$ cat src/rtl/barcode_entry_if.sv
// barcode_entry_if: key/switch inputs and barcode shift-register controls of barcode_entry_controller
interface barcode_entry_if;
    logic       key_enter_n_i;
    logic       key_clear_n_i;
    logic [3:0] sw_digit_i;
    logic       consumed_i;
    logic [3:0] digit_o;
    logic       shift_en_o;
    logic       shift_reset_n_o;
    logic [2:0] digit_count_o;
    logic       barcode_ready_o;
    logic       error_o;
    modport slave (
        input  key_enter_n_i, key_clear_n_i, sw_digit_i, consumed_i,
        output digit_o, shift_en_o, shift_reset_n_o, digit_count_o, barcode_ready_o, error_o
    );
    modport master (
        output key_enter_n_i, key_clear_n_i, sw_digit_i, consumed_i,
        input  digit_o, shift_en_o, shift_reset_n_o, digit_count_o, barcode_ready_o, error_o
    );
endinterface

$ cat src/rtl/barcode_entry_controller.sv
// barcode_entry_controller: debounced enter/clear keys build a 4-digit barcode in a downstream shift register
module barcode_entry_controller #(
    parameter int         DEBOUNCE_CYCLES = 500000,
    parameter logic [3:0] BLANK_CODE      = 4'd12
) (
    input logic             clk,
    input logic             rst_n,
    barcode_entry_if.slave  bus
);
    localparam int CW = $clog2(DEBOUNCE_CYCLES);
    typedef enum logic [1:0] {COLLECT, FULL, CLEAR} state_t;
    logic [1:0] keys_n;
    logic [1:0] press;
    assign keys_n = {bus.key_clear_n_i, bus.key_enter_n_i};
    genvar k;
    for (k = 0; k < 2; k++) begin : g_key
        logic [1:0]    sync_q;
        logic          deb_q, deb_d, fall_q;
        logic [CW-1:0] cnt_q, cnt_d;
        logic          done;
        assign done     = cnt_q == CW'(DEBOUNCE_CYCLES - 1);
        assign press[k] = fall_q;
        // any cycle that agrees with the debounced level restarts the count
        always_comb begin
            deb_d = deb_q;
            cnt_d = '0;
            if (sync_q[1] != deb_q) begin
                cnt_d = done ? '0 : cnt_q + CW'(1);
                deb_d = done ? sync_q[1] : deb_q;
            end
        end
        always_ff @(posedge clk or negedge rst_n) begin
            if (!rst_n) begin
                sync_q <= 2'b11;
                deb_q  <= 1'b1;
                cnt_q  <= '0;
                fall_q <= 1'b0;
            end else begin
                sync_q <= {sync_q[0], keys_n[k]};
                deb_q  <= deb_d;
                cnt_q  <= cnt_d;
                fall_q <= deb_q & ~deb_d;
            end
        end
    end
    state_t     state_q, state_d;
    logic [3:0] digit_q, digit_d;
    logic [2:0] count_q, count_d;
    logic       shift_q, shift_d, ready_q, ready_d, err_q, err_d, go_clr;
    always_comb begin
        state_d = state_q;
        digit_d = digit_q;
        count_d = count_q;
        err_d   = err_q;
        shift_d = 1'b0;
        go_clr  = press[1] | (state_q == FULL && bus.consumed_i);
        if (go_clr) begin
            state_d = CLEAR;
            digit_d = BLANK_CODE;
            count_d = '0;
            err_d   = 1'b0;
        end else if (state_q == CLEAR) begin
            state_d = COLLECT;
        end else if (state_q == COLLECT && press[0]) begin
            if (bus.sw_digit_i <= 4'd9) begin
                digit_d = bus.sw_digit_i;
                shift_d = 1'b1;
                count_d = count_q + 3'd1;
                err_d   = 1'b0;
                state_d = count_q == 3'd3 ? FULL : COLLECT;
            end else begin
                err_d = 1'b1;
            end
        end
        // FULL is entered with the last shift, so ready follows one cycle later
        ready_d = state_q == FULL && !go_clr;
    end
    always_ff @(posedge clk or negedge rst_n) begin
        if (!rst_n) begin
            state_q <= COLLECT;
            digit_q <= BLANK_CODE;
            count_q <= '0;
            shift_q <= 1'b0;
            ready_q <= 1'b0;
            err_q   <= 1'b0;
        end else begin
            state_q <= state_d;
            digit_q <= digit_d;
            count_q <= count_d;
            shift_q <= shift_d;
            ready_q <= ready_d;
            err_q   <= err_d;
        end
    end
    assign bus.digit_o         = digit_q;
    assign bus.shift_en_o      = shift_q;
    assign bus.shift_reset_n_o = state_q != CLEAR;
    assign bus.digit_count_o   = count_q;
    assign bus.barcode_ready_o = ready_q;
    assign bus.error_o         = err_q;
endmodule

$ cat src/flat_wrapper.sv
// flat-port wrapper written by rule: the top's interface ports become plain ports
module barcode_entry_controller_flat 
#(
    parameter int         DEBOUNCE_CYCLES = 500000,
    parameter logic [3:0] BLANK_CODE      = 4'd12
)
  (clk, rst_n, bus_key_enter_n_i, bus_key_clear_n_i, bus_sw_digit_i, bus_consumed_i, bus_digit_o, bus_shift_en_o, bus_shift_reset_n_o, bus_digit_count_o, bus_barcode_ready_o, bus_error_o);
  barcode_entry_if bus_i ();
  input logic clk;
  input logic rst_n;
  input wire logic [$bits(bus_i.key_enter_n_i)-1:0] bus_key_enter_n_i;
  input wire logic [$bits(bus_i.key_clear_n_i)-1:0] bus_key_clear_n_i;
  input wire logic [$bits(bus_i.sw_digit_i)-1:0] bus_sw_digit_i;
  input wire logic [$bits(bus_i.consumed_i)-1:0] bus_consumed_i;
  output wire logic [$bits(bus_i.digit_o)-1:0] bus_digit_o;
  output wire logic [$bits(bus_i.shift_en_o)-1:0] bus_shift_en_o;
  output wire logic [$bits(bus_i.shift_reset_n_o)-1:0] bus_shift_reset_n_o;
  output wire logic [$bits(bus_i.digit_count_o)-1:0] bus_digit_count_o;
  output wire logic [$bits(bus_i.barcode_ready_o)-1:0] bus_barcode_ready_o;
  output wire logic [$bits(bus_i.error_o)-1:0] bus_error_o;
  assign bus_i.key_enter_n_i = bus_key_enter_n_i;
  assign bus_i.key_clear_n_i = bus_key_clear_n_i;
  assign bus_i.sw_digit_i = bus_sw_digit_i;
  assign bus_i.consumed_i = bus_consumed_i;
  assign bus_digit_o = bus_i.digit_o;
  assign bus_shift_en_o = bus_i.shift_en_o;
  assign bus_shift_reset_n_o = bus_i.shift_reset_n_o;
  assign bus_digit_count_o = bus_i.digit_count_o;
  assign bus_barcode_ready_o = bus_i.barcode_ready_o;
  assign bus_error_o = bus_i.error_o;
  barcode_entry_controller #(.DEBOUNCE_CYCLES(DEBOUNCE_CYCLES), .BLANK_CODE(BLANK_CODE)) u_core (.clk(clk), .rst_n(rst_n), .bus(bus_i));
endmodule
$ cat config.mk
export PLATFORM = sky130hd
export DESIGN_NAME = barcode_entry_controller_flat
export DESIGN_NICKNAME = d
export VERILOG_FILES = /design/src/rtl/barcode_entry_if.sv /design/src/rtl/barcode_entry_controller.sv /design/src/flat_wrapper.sv
export SDC_FILE = /design/constraint.sdc
export NUM_CORES = 1
export LEC_CHECK = 0
export BUFFER_PORTS_ARGS = -buffer_cell sky130_fd_sc_hd__buf_2
export CAP_MARGIN = 10
export CORE_UTILIZATION = 55
export DETAILED_ROUTE_END_ITERATION = 12
export PLACE_DENSITY = 0.73
export SETUP_SLACK_MARGIN = 0.3
export SYNTH_ARGS = -nofsm -noshare
export SYNTH_HDL_FRONTEND = slang
export SYNTH_SLANG_ARGS = --single-unit
export TNS_END_PERCENT = 50
$ cat constraint.sdc
create_clock -name clk -period 3.2 [get_ports clk]
set_clock_uncertainty 0.05 [all_clocks]
set_input_delay 0.16 -clock clk [delete_from_list [all_inputs] [get_ports clk]]
set_output_delay 0.16 -clock clk [all_outputs]
set_load 0.03 [all_outputs]
==> metrics.yaml <==
setup_path:
  slowest_stage: "o31ai_4"
  slowest_delay_ns: 0.70
  rr_worst_depth: 5
  endpoint_kind: "flip-flop"
  arrival_ns: 2.35
  rrSetupSlack_ns: 0.99
  worstSetupStartpointType: "flip-flop"
  critPathKind: "flip-flop to flip-flop"
  cp.required_ns: 3.33
  crit_chain: "ha_1 -> and4_1 -> nand4_1 -> o31ai_4 -> nor2_1"
  critPathMaxFanout: 18
logic_synthesis:
  syn_avg_cell_area_sq_um: 10.2
  syn-num-nets: 277
  yosysSeqAreaShare: 0.542
  syn-cell-area_sq_mm: 0.00270
  synth.distinct_cells: 38
  syn_inst: 264
  synthTopCellsByArea: "dfrtp_1, dfstp_2, xnor2_1, nor2_1, nand2_1"
  yosysTopAreaCell: "dfrtp_1"
  ys_ff_latch: 58
  yosysWarnings: 0
  synth_top_area_frac: 0.464
timing:
  hold_viol_final: 0
  finalSetupTns_ns: 0
  tightest_slew_ns: 0.919
  fmax_mhz: 452
  slew_violations: 0
  period_share: 0.691
  rsz0062_at_grt: "no"
  period_needed_ns: 2.21
  slew_headroom: 0.387
  hold_ws_ns: 0.0227
  setup_viol: 0
place:
  numPortBuffers: 19
  dp.cells: 347
  hpwl_microns: 3210
  gp_congestion: 0.855
layout:
  most-common-layout-cells: "dfrtp_1, nor2_1, nand2_1"
  finalNetCount: 310
  antenna-diode-count: 0
  final_cell_count_no_fill: 369
  final_common_cell: "dfrtp_1"
  syn_to_final_growth_pct: 16.1
  nFillCells: 368
  drive_gt1_frac: 0.185
floorplanning:
  start_util: 0.571
  dieArea_sq_mm: 0.00519
  die_w_microns: 72.0
  rows: 25
  io_pins: 20
  die_h_microns: 72.0
  coreArea_sq_mm: 0.00472
route:
  vias_per_cell: 5.30
  ant_nets: 0
  dr.first_iter.drc_count: 112
  drc: 0
  wl_per_cell_microns: 12.9
  via_count: 1957
  wirelength_microns: 4760
  first_pass_iters: 4
power:
  p_per_area_mw_per_mm2: 464
  p_leak_nw: 1.32
  ir_worst_vdd_mv: 0.314
clocking:
  cts_buffers: 9
  cts_buffer_depth: 2
  h-tree-depth: 3
  clock-sinks: 58
  clkLatencyLatePin_ns: 0.33
  clkTransAtPathRegs_ns: 0.06
  cts_root_buffer: "clkbuf_8"
  post_cts_buffers: 0
  cts_tree: "yes"
run:
  maxCapViolations: 0
global_routing:
  antenna_found_initial: 0
  overflow: 0
  grt_pass1_wl_microns: 8150
  grt_util_all_layers: 0.211
  grt_max_degree: 45
  grt_pass1_vias: 1877
run_status:
  outcome: "finished clean"
hold_path:
  whs_path_depth: 3
  holdCritPathClass: "primary input to flip-flop"
==> report_power, final <==
part	leakage [nW]	switching (mW)	total [mW]	internal, mW
Clock	0.106	0.264	0.650	0.386
Sequential	0.772	0.00836	0.753	0.745
Combinational	0.438	0.0317	0.0499	0.0182
==> final timing paths <==
| path | end | startpoint |
|---|---|---|
| max | u_core.g_key[1].cnt_q[9] | u_core.g_key[1].cnt_q[0] |
| min | u_core.bus.digit_o[1] | bus_sw_digit_i[1] |
| max reg2reg | u_core.g_key[1].cnt_q[9] | u_core.g_key[1].cnt_q[0] |
| min reg2reg | u_core.g_key[0].sync_q[1] | u_core.g_key[0].sync_q[0] |
| max in group asynchronous | u_core.bus.digit_o[2] | rst_n |
| min in group asynchronous | u_core.bus.shift_en_o | rst_n |
==> synthesized netlist by cell type <==
master    number
nor2b_1        1
nand2_1       26
o41ai_1        1
and4_1         2
o31ai_4        1
clkbuf_1       3
nor3_1         7
or4_1          6
or3_2          4
or3b_2         1
o31ai_2        1
nand3_2        1
nor3b_1        1
or2_2          1
nand3b_1       3
nor2_1        37
xnor2_1       18
dfrtp_1       50
a21o_1         2
ha_1           4
o31ai_1        4
o21ai_0        3
dfstp_2        8
mux2_2         2
nand4_2        1
nand3_1       10
buf_2          2
a211oi_1       1
nand4_1        9
inv_1          9
nor4_1        11
xor2_1        10
a31oi_1        1
and3_1         1
a21oi_1       13
nor4b_1        2
nand2b_1       6
or3_1          1
==> stage by stage <==
step | area (sq um) | util | setup WS [ns] | power (mW)
floorplan | 2700 | - | 1.30 | 0.785
CTS | 3130 | 0.663 | 0.991 | 1.48
global placement | 2870 | 0.607 | 1.10 | 0.811
detailed placement | 2870 | 0.607 | 0.996 | 0.812
finish | 3130 | 0.663 | 0.988 | 1.45
global route | 3130 | 0.663 | 0.797 | 1.52
==> routing by layer <==
layer | part of all wire | global-route usage | wire, microns
met1 | 0.47 | 0.250 | 2240
met2 | 0.48 | 0.343 | 2300
met3 | 0.030 | 0.0875 | 144
met4 | 0.015 | 0.0828 | 71
met5 | 0 | 0 | 0
==> worst max-delay path, delay by kind of cell (launching register included) <==
kind	cells	cell delay [ns]
compound gates	1	0.70
fa+ha+maj	1	0.24
simple gates	3	0.69
flops	1	0.40
==> cell type report <==
class                      count  area (sq um)  area share
timing repair buffer          27           170      0.0544
clock buffer                  15           196      0.0627
clock inverter                 1          5.00     0.00160
sequential                    58          1460       0.467
multi-input combinational    192          1180       0.377
inverter                       9          33.8      0.0108
tap                           67          83.8      0.0268
==> flip-flops by register name, indices dropped and copies added (netlist names) <==
name                        flops
u_core.bus.barcode_ready_o      1
u_core.bus.digit_count_o        3
u_core.bus.digit_o              4
u_core.bus.shift_en_o           1
u_core.g_key.deb_q              2
u_core.g_key.sync_q             4
u_core.g_key.cnt_q             38
u_core.bus.error_o              1
u_core.g_key.fall_q             2
u_core.state_q                  2
==> logic make-up (layout without fill, tap and decap cells) <==
| group | Yosys count | in the layout | share of synthesized area |
|---|---|---|---|
| buffers and inverters | 14 | 52 | 0.0204 |
| xor gates and xnor gates | 28 | 28 | 0.0909 |
| AOI/OAI and AO/OA | 27 | 27 | 0.0673 |
| DFF | 58 | 58 | 0.542 |
| adders and majority gates | 4 | 4 | 0.0186 |
| muxes | 2 | 2 | 0.00835 |
| and+or+nand+nor | 131 | 131 | 0.252 |
==> what timing repair did <==
action                                  in CTS  in global routing
hold buffers                                 6                  0
resized for setup                            0                  0
endpoints found under the setup margin       0                  0
hold endpoints to repair                    41                  0
Power figures use the tool's default switching activity.
